**src/rtl/riscv_mc_controller.sv**
```systemverilog
// ============================================================================
// Module   : riscv_mc_controller
// Brief    : Multi-cycle RISC-V main controller (FSM + ALU/immediate decode).
//            Optional MC_ILLEGAL_HALT_EN parks the FSM in HALT on a bad opcode.
// Revision : 1.0 - initial release
// ============================================================================
`default_nettype none

module riscv_mc_controller (
    input  logic       clk,
    input  logic       rst,
    input  logic [6:0] op,
    input  logic [2:0] funct3,
    input  logic       funct7,
    input  logic       zero,
    output logic       PCWrite,
    output logic       AdrSrc,
    output logic       MemWrite,
    output logic       IRWrite,
    output logic       RegWrite,
    output logic [1:0] ResultSrc,
    output logic [1:0] ALUSrcA,
    output logic [1:0] ALUSrcB,
    output logic [2:0] ALUControl,
    output logic [2:0] ImmSrc,
    output logic       illegal
);

    localparam logic [3:0] S_FETCH    = 4'd0;
    localparam logic [3:0] S_DECODE   = 4'd1;
    localparam logic [3:0] S_MEMADR   = 4'd2;
    localparam logic [3:0] S_MEMREAD  = 4'd3;
    localparam logic [3:0] S_MEMWB    = 4'd4;
    localparam logic [3:0] S_MEMWRITE = 4'd5;
    localparam logic [3:0] S_EXECR    = 4'd6;
    localparam logic [3:0] S_EXECI    = 4'd7;
    localparam logic [3:0] S_ALUWB    = 4'd8;
    localparam logic [3:0] S_JAL      = 4'd9;
    localparam logic [3:0] S_JALR     = 4'd10;
    localparam logic [3:0] S_BRANCH   = 4'd11;
    localparam logic [3:0] S_LUI      = 4'd12;
`ifdef MC_ILLEGAL_HALT_EN
    localparam logic [3:0] S_HALT     = 4'd13;
`endif

    localparam logic [6:0] C_OP_LOAD   = 7'b0000011;
    localparam logic [6:0] C_OP_STORE  = 7'b0100011;
    localparam logic [6:0] C_OP_RTYPE  = 7'b0110011;
    localparam logic [6:0] C_OP_ITYPE  = 7'b0010011;
    localparam logic [6:0] C_OP_JAL    = 7'b1101111;
    localparam logic [6:0] C_OP_JALR   = 7'b1100111;
    localparam logic [6:0] C_OP_BRANCH = 7'b1100011;
    localparam logic [6:0] C_OP_LUI    = 7'b0110111;

    localparam logic [2:0] C_ALU_ADD = 3'b000;
    localparam logic [2:0] C_ALU_SUB = 3'b001;
    localparam logic [2:0] C_ALU_AND = 3'b010;
    localparam logic [2:0] C_ALU_OR  = 3'b011;
    localparam logic [2:0] C_ALU_XOR = 3'b100;
    localparam logic [2:0] C_ALU_SLT = 3'b101;

    logic [3:0] r_state;
    logic [3:0] w_next;
    logic [3:0] w_dec_state;
    logic [2:0] w_alu_op;
    logic [2:0] w_imm_dec;
    logic       w_op_legal;

    // Register-register subtract is the only funct7-sensitive encoding.
    always_comb begin
        w_alu_op = C_ALU_ADD;
        case (funct3)
            3'b000:  w_alu_op = ((r_state == S_EXECR) && funct7) ? C_ALU_SUB : C_ALU_ADD;
            3'b010:  w_alu_op = C_ALU_SLT;
            3'b100:  w_alu_op = C_ALU_XOR;
            3'b110:  w_alu_op = C_ALU_OR;
            3'b111:  w_alu_op = C_ALU_AND;
            default: w_alu_op = C_ALU_ADD;
        endcase
    end

    always_comb begin
        w_imm_dec  = 3'b000;
        w_op_legal = 1'b1;
        case (op)
            C_OP_LOAD, C_OP_ITYPE, C_OP_JALR, C_OP_RTYPE: w_imm_dec = 3'b000;
            C_OP_STORE:  w_imm_dec = 3'b001;
            C_OP_BRANCH: w_imm_dec = 3'b010;
            C_OP_JAL:    w_imm_dec = 3'b011;
            C_OP_LUI:    w_imm_dec = 3'b100;
            default:     w_op_legal = 1'b0;
        endcase
    end

    always_ff @(posedge clk) begin
        if (rst) r_state <= S_FETCH;
        else     r_state <= w_next;
    end

    always_comb begin
        w_next = S_FETCH;
        case (r_state)
            S_FETCH:  w_next = S_DECODE;
            S_DECODE: begin
                case (op)
                    C_OP_LOAD, C_OP_STORE: w_next = S_MEMADR;
                    C_OP_RTYPE:  w_next = S_EXECR;
                    C_OP_ITYPE:  w_next = S_EXECI;
                    C_OP_JAL:    w_next = S_JAL;
                    C_OP_JALR:   w_next = S_JALR;
                    C_OP_BRANCH: w_next = S_BRANCH;
                    C_OP_LUI:    w_next = S_LUI;
`ifdef MC_ILLEGAL_HALT_EN
                    default:     w_next = S_HALT;
`else
                    default:     w_next = S_FETCH;
`endif
                endcase
            end
            S_MEMADR:   w_next = (op == C_OP_LOAD) ? S_MEMREAD : S_MEMWRITE;
            S_MEMREAD:  w_next = S_MEMWB;
            S_EXECR:    w_next = S_ALUWB;
            S_EXECI:    w_next = S_ALUWB;
            S_JAL:      w_next = S_ALUWB;
            S_JALR:     w_next = S_ALUWB;
`ifdef MC_ILLEGAL_HALT_EN
            S_HALT:     w_next = S_HALT;
`endif
            default:    w_next = S_FETCH;
        endcase
    end

    // During reset the datapath sees the FETCH selects with every write enable gated off.
    assign w_dec_state = rst ? S_FETCH : r_state;

    always_comb begin
        PCWrite    = 1'b0;
        AdrSrc     = 1'b0;
        MemWrite   = 1'b0;
        IRWrite    = 1'b0;
        RegWrite   = 1'b0;
        ResultSrc  = 2'b00;
        ALUSrcA    = 2'b00;
        ALUSrcB    = 2'b00;
        ALUControl = C_ALU_ADD;
        ImmSrc     = 3'b000;
        illegal    = 1'b0;
        case (w_dec_state)
            S_FETCH: begin
                IRWrite   = 1'b1;
                ALUSrcB   = 2'b10;
                ResultSrc = 2'b10;
                PCWrite   = 1'b1;
            end
            S_DECODE: begin
                ALUSrcA = 2'b01;
                ALUSrcB = 2'b01;
                ImmSrc  = w_imm_dec;
                illegal = ~w_op_legal;
            end
            S_MEMADR: begin
                ALUSrcA = 2'b10;
                ALUSrcB = 2'b01;
            end
            S_MEMREAD:  AdrSrc = 1'b1;
            S_MEMWB: begin
                ResultSrc = 2'b01;
                RegWrite  = 1'b1;
            end
            S_MEMWRITE: begin
                AdrSrc   = 1'b1;
                MemWrite = 1'b1;
            end
            S_EXECR: begin
                ALUSrcA    = 2'b10;
                ALUControl = w_alu_op;
            end
            S_EXECI: begin
                ALUSrcA    = 2'b10;
                ALUSrcB    = 2'b01;
                ALUControl = w_alu_op;
            end
            S_ALUWB:    RegWrite = 1'b1;
            S_JAL: begin
                ALUSrcA = 2'b01;
                ALUSrcB = 2'b10;
                PCWrite = 1'b1;
            end
            S_JALR: begin
                ALUSrcA   = 2'b10;
                ALUSrcB   = 2'b01;
                ResultSrc = 2'b10;
                PCWrite   = 1'b1;
            end
            S_BRANCH: begin
                ALUSrcA    = 2'b10;
                ALUControl = C_ALU_SUB;
                case (funct3)
                    3'b000:  PCWrite = zero;
                    3'b001:  PCWrite = ~zero;
                    default: PCWrite = 1'b0;
                endcase
            end
            S_LUI: begin
                ImmSrc    = 3'b100;
                ResultSrc = 2'b11;
                RegWrite  = 1'b1;
            end
`ifdef MC_ILLEGAL_HALT_EN
            S_HALT:     illegal = 1'b1;
`endif
            default: ;
        endcase
        if (rst) begin
            PCWrite  = 1'b0;
            IRWrite  = 1'b0;
            MemWrite = 1'b0;
            RegWrite = 1'b0;
            illegal  = 1'b0;
        end
    end

endmodule

`default_nettype wire

```
**config.mk**
```make
export PLATFORM = sky130hd
export DESIGN_NAME = riscv_mc_controller
export DESIGN_NICKNAME = d
export VERILOG_FILES = /design/src/rtl/riscv_mc_controller.sv
export SDC_FILE = /design/constraint.sdc
export NUM_CORES = 1
export LEC_CHECK = 0
export BUFFER_PORTS_ARGS = -buffer_cell sky130_fd_sc_hd__buf_2
export CAP_MARGIN = 20
export CORE_MARGIN = 2
export CORE_UTILIZATION = 40
export DETAILED_ROUTE_END_ITERATION = 7
export PLACE_DENSITY = 0.7
export SYNTH_ARGS = -nofsm -noshare
export SYNTH_HDL_FRONTEND = slang
export SYNTH_SLANG_ARGS = --single-unit
```
**constraint.sdc**
```tcl
create_clock -name clk -period 1.46 [get_ports clk]
set_input_delay 0.292 -clock clk [delete_from_list [all_inputs] [get_ports clk]]
set_output_delay 0.292 -clock clk [all_outputs]
set_load 0.05 [all_outputs]
```
==> results of run 1 <==
[cells in the mapped netlist]
cell and count:
nor3_1 8, a31oi_1 4, nand3_1 5, or3_1 1, o311a_1 1, a21oi_1 7, buf_2 6, o311ai_1 1
nor4_1 4, dfxtp_1 4, nor2b_1 1, nand2_1 5, o211ai_1 1, nor4bb_1 1, nand3b_1 1, inv_2 1
or2_1 1, xnor2_1 6, nand3b_4 1, o21bai_1 1, nand4b_1 1, a211oi_1 1, nor2_1 16, o2bb2ai_1 1
and3_1 2, clkbuf_1 2, buf_1 1, nor4b_1 1, and4b_1 3, nand2b_1 7, a221oi_1 1, o21ai_0 1
nor3b_1 2, o22ai_1 1, or4_1 2, inv_1 1, a31o_1 1
[per-stage QoR]
stage / TNS (ns) / std cells / util
after detailed placement: -2.12 / 177 / 0.869
after global placement: -1.63 / 177 / 0.869
after floorplan: -0.783 / 104 / -
[cells by family after synthesis]
kind of cell,share of synthesized area
compound gates,0.204
xor+xnor,0.0773
buf+inv,0.0718
flops,0.118
simple gates,0.529
==> impl_metrics.env, run 1 <==
export IMPL_initial_core_util=0.441
export IMPL_yosys_area_top_type="dfxtp_1"
export IMPL_gp_congestion=0.826
export IMPL_synth_top_area_frac=0.118
export IMPL_cts_buffer_depth=2
export IMPL_place_area_mm2=0.00134
export IMPL_synth_cell_types=37
export IMPL_dp_final_hpwl_um=2140
export IMPL_synth_seq_cells=4
export IMPL_stop_stage="clock tree synthesis"
export IMPL_synth_warnings=0
export IMPL_cts_resized=56
export IMPL_tool_error="[ERROR DPL-0038] Utilization greater than 100%, impossible to legalize"
export IMPL_synthTopCellsByArea="dfxtp_1 (12%), nor2_1 (8.8%), xnor2_1 (7.7%)"
export IMPL_row_count=14
export IMPL_cts_setup_buffers=7
export IMPL_avgSynthCellArea_um2=6.53
export IMPL_io_pins=32
export IMPL_die_w_um=45.2
export IMPL_pre_cts_ws_ns=-0.203
export IMPL_numCtsBuffers=3
export IMPL_clock_root_buffer="clkbuf_4"
export IMPL_status="stopped before the end"
export IMPL_synthesis_instances=104
export IMPL_ys_seq_area_frac=0.118
export IMPL_numClockSinks=4
export IMPL_portBuffers=31
export IMPL_synth_nets=118
export IMPL_cts_htree_levels=1
export IMPL_synth_area_um2=679
export IMPL_die_y_um=45.2
export IMPL_holdBufCountCts=0
==> run 2: changes to the inputs <==
--- a/config.mk
+++ b/config.mk
@@ -7,10 +7,10 @@
 export LEC_CHECK = 0
 export BUFFER_PORTS_ARGS = -buffer_cell sky130_fd_sc_hd__buf_2
 export CAP_MARGIN = 20
-export CORE_MARGIN = 2
-export CORE_UTILIZATION = 40
+export CORE_AREA = 2 2 63 65
 export DETAILED_ROUTE_END_ITERATION = 7
-export PLACE_DENSITY = 0.7
+export DIE_AREA = 0 0 65 67
+export PLACE_DENSITY_LB_ADDON = 0.15
 export SYNTH_ARGS = -nofsm -noshare
 export SYNTH_HDL_FRONTEND = slang
 export SYNTH_SLANG_ARGS = --single-unit
==> run 2 against run 1 <==
The flow now finishes, with violations (setup timing). Synthesized cell count is the same. Synthesized area did not move.
==> impl_metrics.env, run 2 <==
export IMPL_dp_final_hpwl_um=2210
export IMPL_worst_slew_margin_rel=0.707
export IMPL_vias=1073
export IMPL_route_detailed_drc=0
export IMPL_fin_crit_sh=1.15
export IMPL_fin_ws_ns=-0.217
export IMPL_cts_htree_levels=1
export IMPL_synth_most_common_cell="nor2_1"
export IMPL_grt_max_degree=13
export IMPL_layout_commonest_cell="buf_4"
export IMPL_fin_worst_skew_ns=0.00422
export IMPL_worstPathArrival_ns=1.39
export IMPL_tightest_slew_ns=0.439
export IMPL_p_comb_frac=0.579
export IMPL_die_y_um=67
export IMPL_hold_class="input port to register"
export IMPL_cp_start_kind="register"
export IMPL_cp_end_kind="output pin"
export IMPL_totalWireLength_um=3050
export IMPL_ys_seq_area_frac=0.118
export IMPL_p_int_mw=0.527
export IMPL_synth_seq_cells=4
export IMPL_clock_root_buffer="clkbuf_8"
export IMPL_routedWlPerCell_um=13.6
export IMPL_failed_checks="setup timing"
export IMPL_avgSynthCellArea_um2=6.53
export IMPL_synthTopCellsByArea="dfxtp_1 (12%), nor2_1 (8.8%), xnor2_1 (7.7%)"
export IMPL_antenna_found_initial=0
export IMPL_max_stage_delay_ns=0.39
export IMPL_cp_slowest_cell="dfxtp_4"
export IMPL_synthArstFlopShare=0
export IMPL_status="finished with violations"
export IMPL_synthesis_instances=104
export IMPL_track_usage=0.145
export IMPL_synth_area_um2=679
export IMPL_crit_path_cell_trace="buf_12 -> xnor2_4 -> nor2_2 -> a21oi_2 -> o21bai_4 -> buf_8"
export IMPL_clockPowerShare=0.277
export IMPL_tritoncts="yes"
export IMPL_io_pins=32
export IMPL_numClockSinks=4
export IMPL_min_period_ns=1.68
export IMPL_grt_ovfl_total=0
export IMPL_synth_warnings=0
export IMPL_initial_core_util=0.188
export IMPL_yosys_area_top_type="dfxtp_1"
export IMPL_numCtsBuffers=3
export IMPL_post_place_cells=213
export IMPL_diodes=0
export IMPL_synth_nets=118
export IMPL_setup_viol=18
export IMPL_die_area_mm2=0.00436
export IMPL_nets=192
export IMPL_final_cells=224
export IMPL_die_w_um=65
export IMPL_synth_cell_types=37
export IMPL_core_area_mm2=0.00361
export IMPL_largest_reg_flops=4
export IMPL_vias_per_cell=4.79
export IMPL_synth_edff_count=0
export IMPL_clkLatencyLatePin_ns=0.22
export IMPL_ant_nets=0
export IMPL_cts_buffer_depth=2
export IMPL_vdd_drop_max_uv=227
export IMPL_holdBufCountCts=0
export IMPL_p_per_area_mw_per_mm2=469
export IMPL_regMostFlops="r_state"
export IMPL_layout_common_cells="buf_4 (31), buf_6 (28), buf_2 (13)"
export IMPL_pwr_share_seq=0.144
export IMPL_power_leakage_nw=0.716
export IMPL_gp_congestion=0.780
export IMPL_p_sw_frac=0.394
export IMPL_utilization=0.514
export IMPL_p_switching_mw=0.342
export IMPL_path_clk_slew_ns=0.03
export IMPL_rsz0062_at_grt="yes"
export IMPL_cap_violations=0
export IMPL_synthTopCellsByCount="nor2_1 (16), nor3_1 (8), a21oi_1 (7), nand2b_1 (7)"
export IMPL_cp_required_ns=1.17
export IMPL_dr_first_iter_drc_count=13
export IMPL_drive_gt1_frac=0.756
export IMPL_drv_slew=0
export IMPL_top_regs="r_state (4)"
export IMPL_critPathKind="register to output pin"
export IMPL_grt_pass1_vias=1063
export IMPL_grt_pass1_wl_um=4940
export IMPL_first_pass_iters=4
export IMPL_achievable_frequency_ghz=0.596
export IMPL_hold_violations=0
export IMPL_area_delta_synth_final_pct=173
export IMPL_synthFlopType="dfxtp_1"
export IMPL_cp_max_fo=8
export IMPL_row_count=22
export IMPL_portBuffers=31
export IMPL_synth_top_area_frac=0.118
-- run 2: cell counts after synthesis --
No cell type changed its count.
-- run 2: worst paths after layout --
path | from | to | slack (ns) | cells after the start
worst max-delay path | r_state[2] | ResultSrc[1] | -0.22 | 6
worst min-delay path | op[4] | r_state[1] | 0.56 | 5
worst max register to register | r_state[1] | r_state[3] | 0.10 | 4
worst min register to register | r_state[3] | r_state[1] | 0.74 | 4
-- run 2: what timing repair did --
item,CTS,global route
endpoints found under the setup margin,18,22
gates resized for setup,72,13
buffers inserted,8,2
pin swaps,14,14
-- run 2: critical path: cells and delay by family, from the launching register on --
family | cells | cell delay (ns)
AOI/OAI and AO/OA | 2 | 0.22
xor gates and xnor gates | 1 | 0.19
buffers and inverters | 2 | 0.30
DFF | 1 | 0.39
and+or+nand+nor | 1 | 0.06
-- run 2: logic make-up after synthesis --
| family | count (synthesis) | share of synthesized area |
|---|---|---|
| simple gates | 62 | 0.529 |
| xor+xnor | 6 | 0.0773 |
| buf+inv | 11 | 0.0718 |
| flops | 4 | 0.118 |
| compound gates | 21 | 0.204 |
-- run 2: final cells by class --
class | count | area, um2
fill | 343 | 1750
tap | 48 | 60.1
inverter | 2 | 12.5
multi-input combinational | 89 | 927
timing repair buffer | 78 | 718
sequential | 4 | 92.6
clock buffer | 3 | 41.3
-- run 2: metal layers --
metal	vias to the layer above	track usage	share of wire
met4	0	0.0426	0.015
met1	500	0.171	0.41
met2	31	0.274	0.53
met5	-	0	0
li1	538	-	-
met3	4	0.0135	0.045
-- run 2: per-stage QoR --
| step | hold slack [ns] | total power [mW] | TNS [ns] | instance area (um2) | setup slack, ns |
|---|---|---|---|---|---|
| floorplan | 0.515 | 0.407 | -0.783 | 997 | -0.160 |
| global placement | 0.755 | 0.535 | -1.52 | 1420 | -0.213 |
| detailed placement | 0.756 | 0.540 | -1.75 | 1420 | -0.216 |
| CTS | 0.559 | 0.855 | -2.76 | 1800 | -0.220 |
| global route | 0.618 | 0.907 | -3.67 | 1850 | -0.269 |
| finish | 0.563 | 0.869 | -2.74 | 1850 | -0.217 |
-- run 2: power groups by stage --
stage                     Sequential (mW)  Clock, mW  Combinational [mW]
after CTS                           0.125      0.244               0.486
after detailed placement            0.132          0               0.408
after global routing                0.127      0.248               0.533
final                               0.125      0.241               0.503
after global placement              0.133          0               0.403
after floorplan                     0.119          0               0.288
Note: power is estimated with default switching activity, not from simulation.
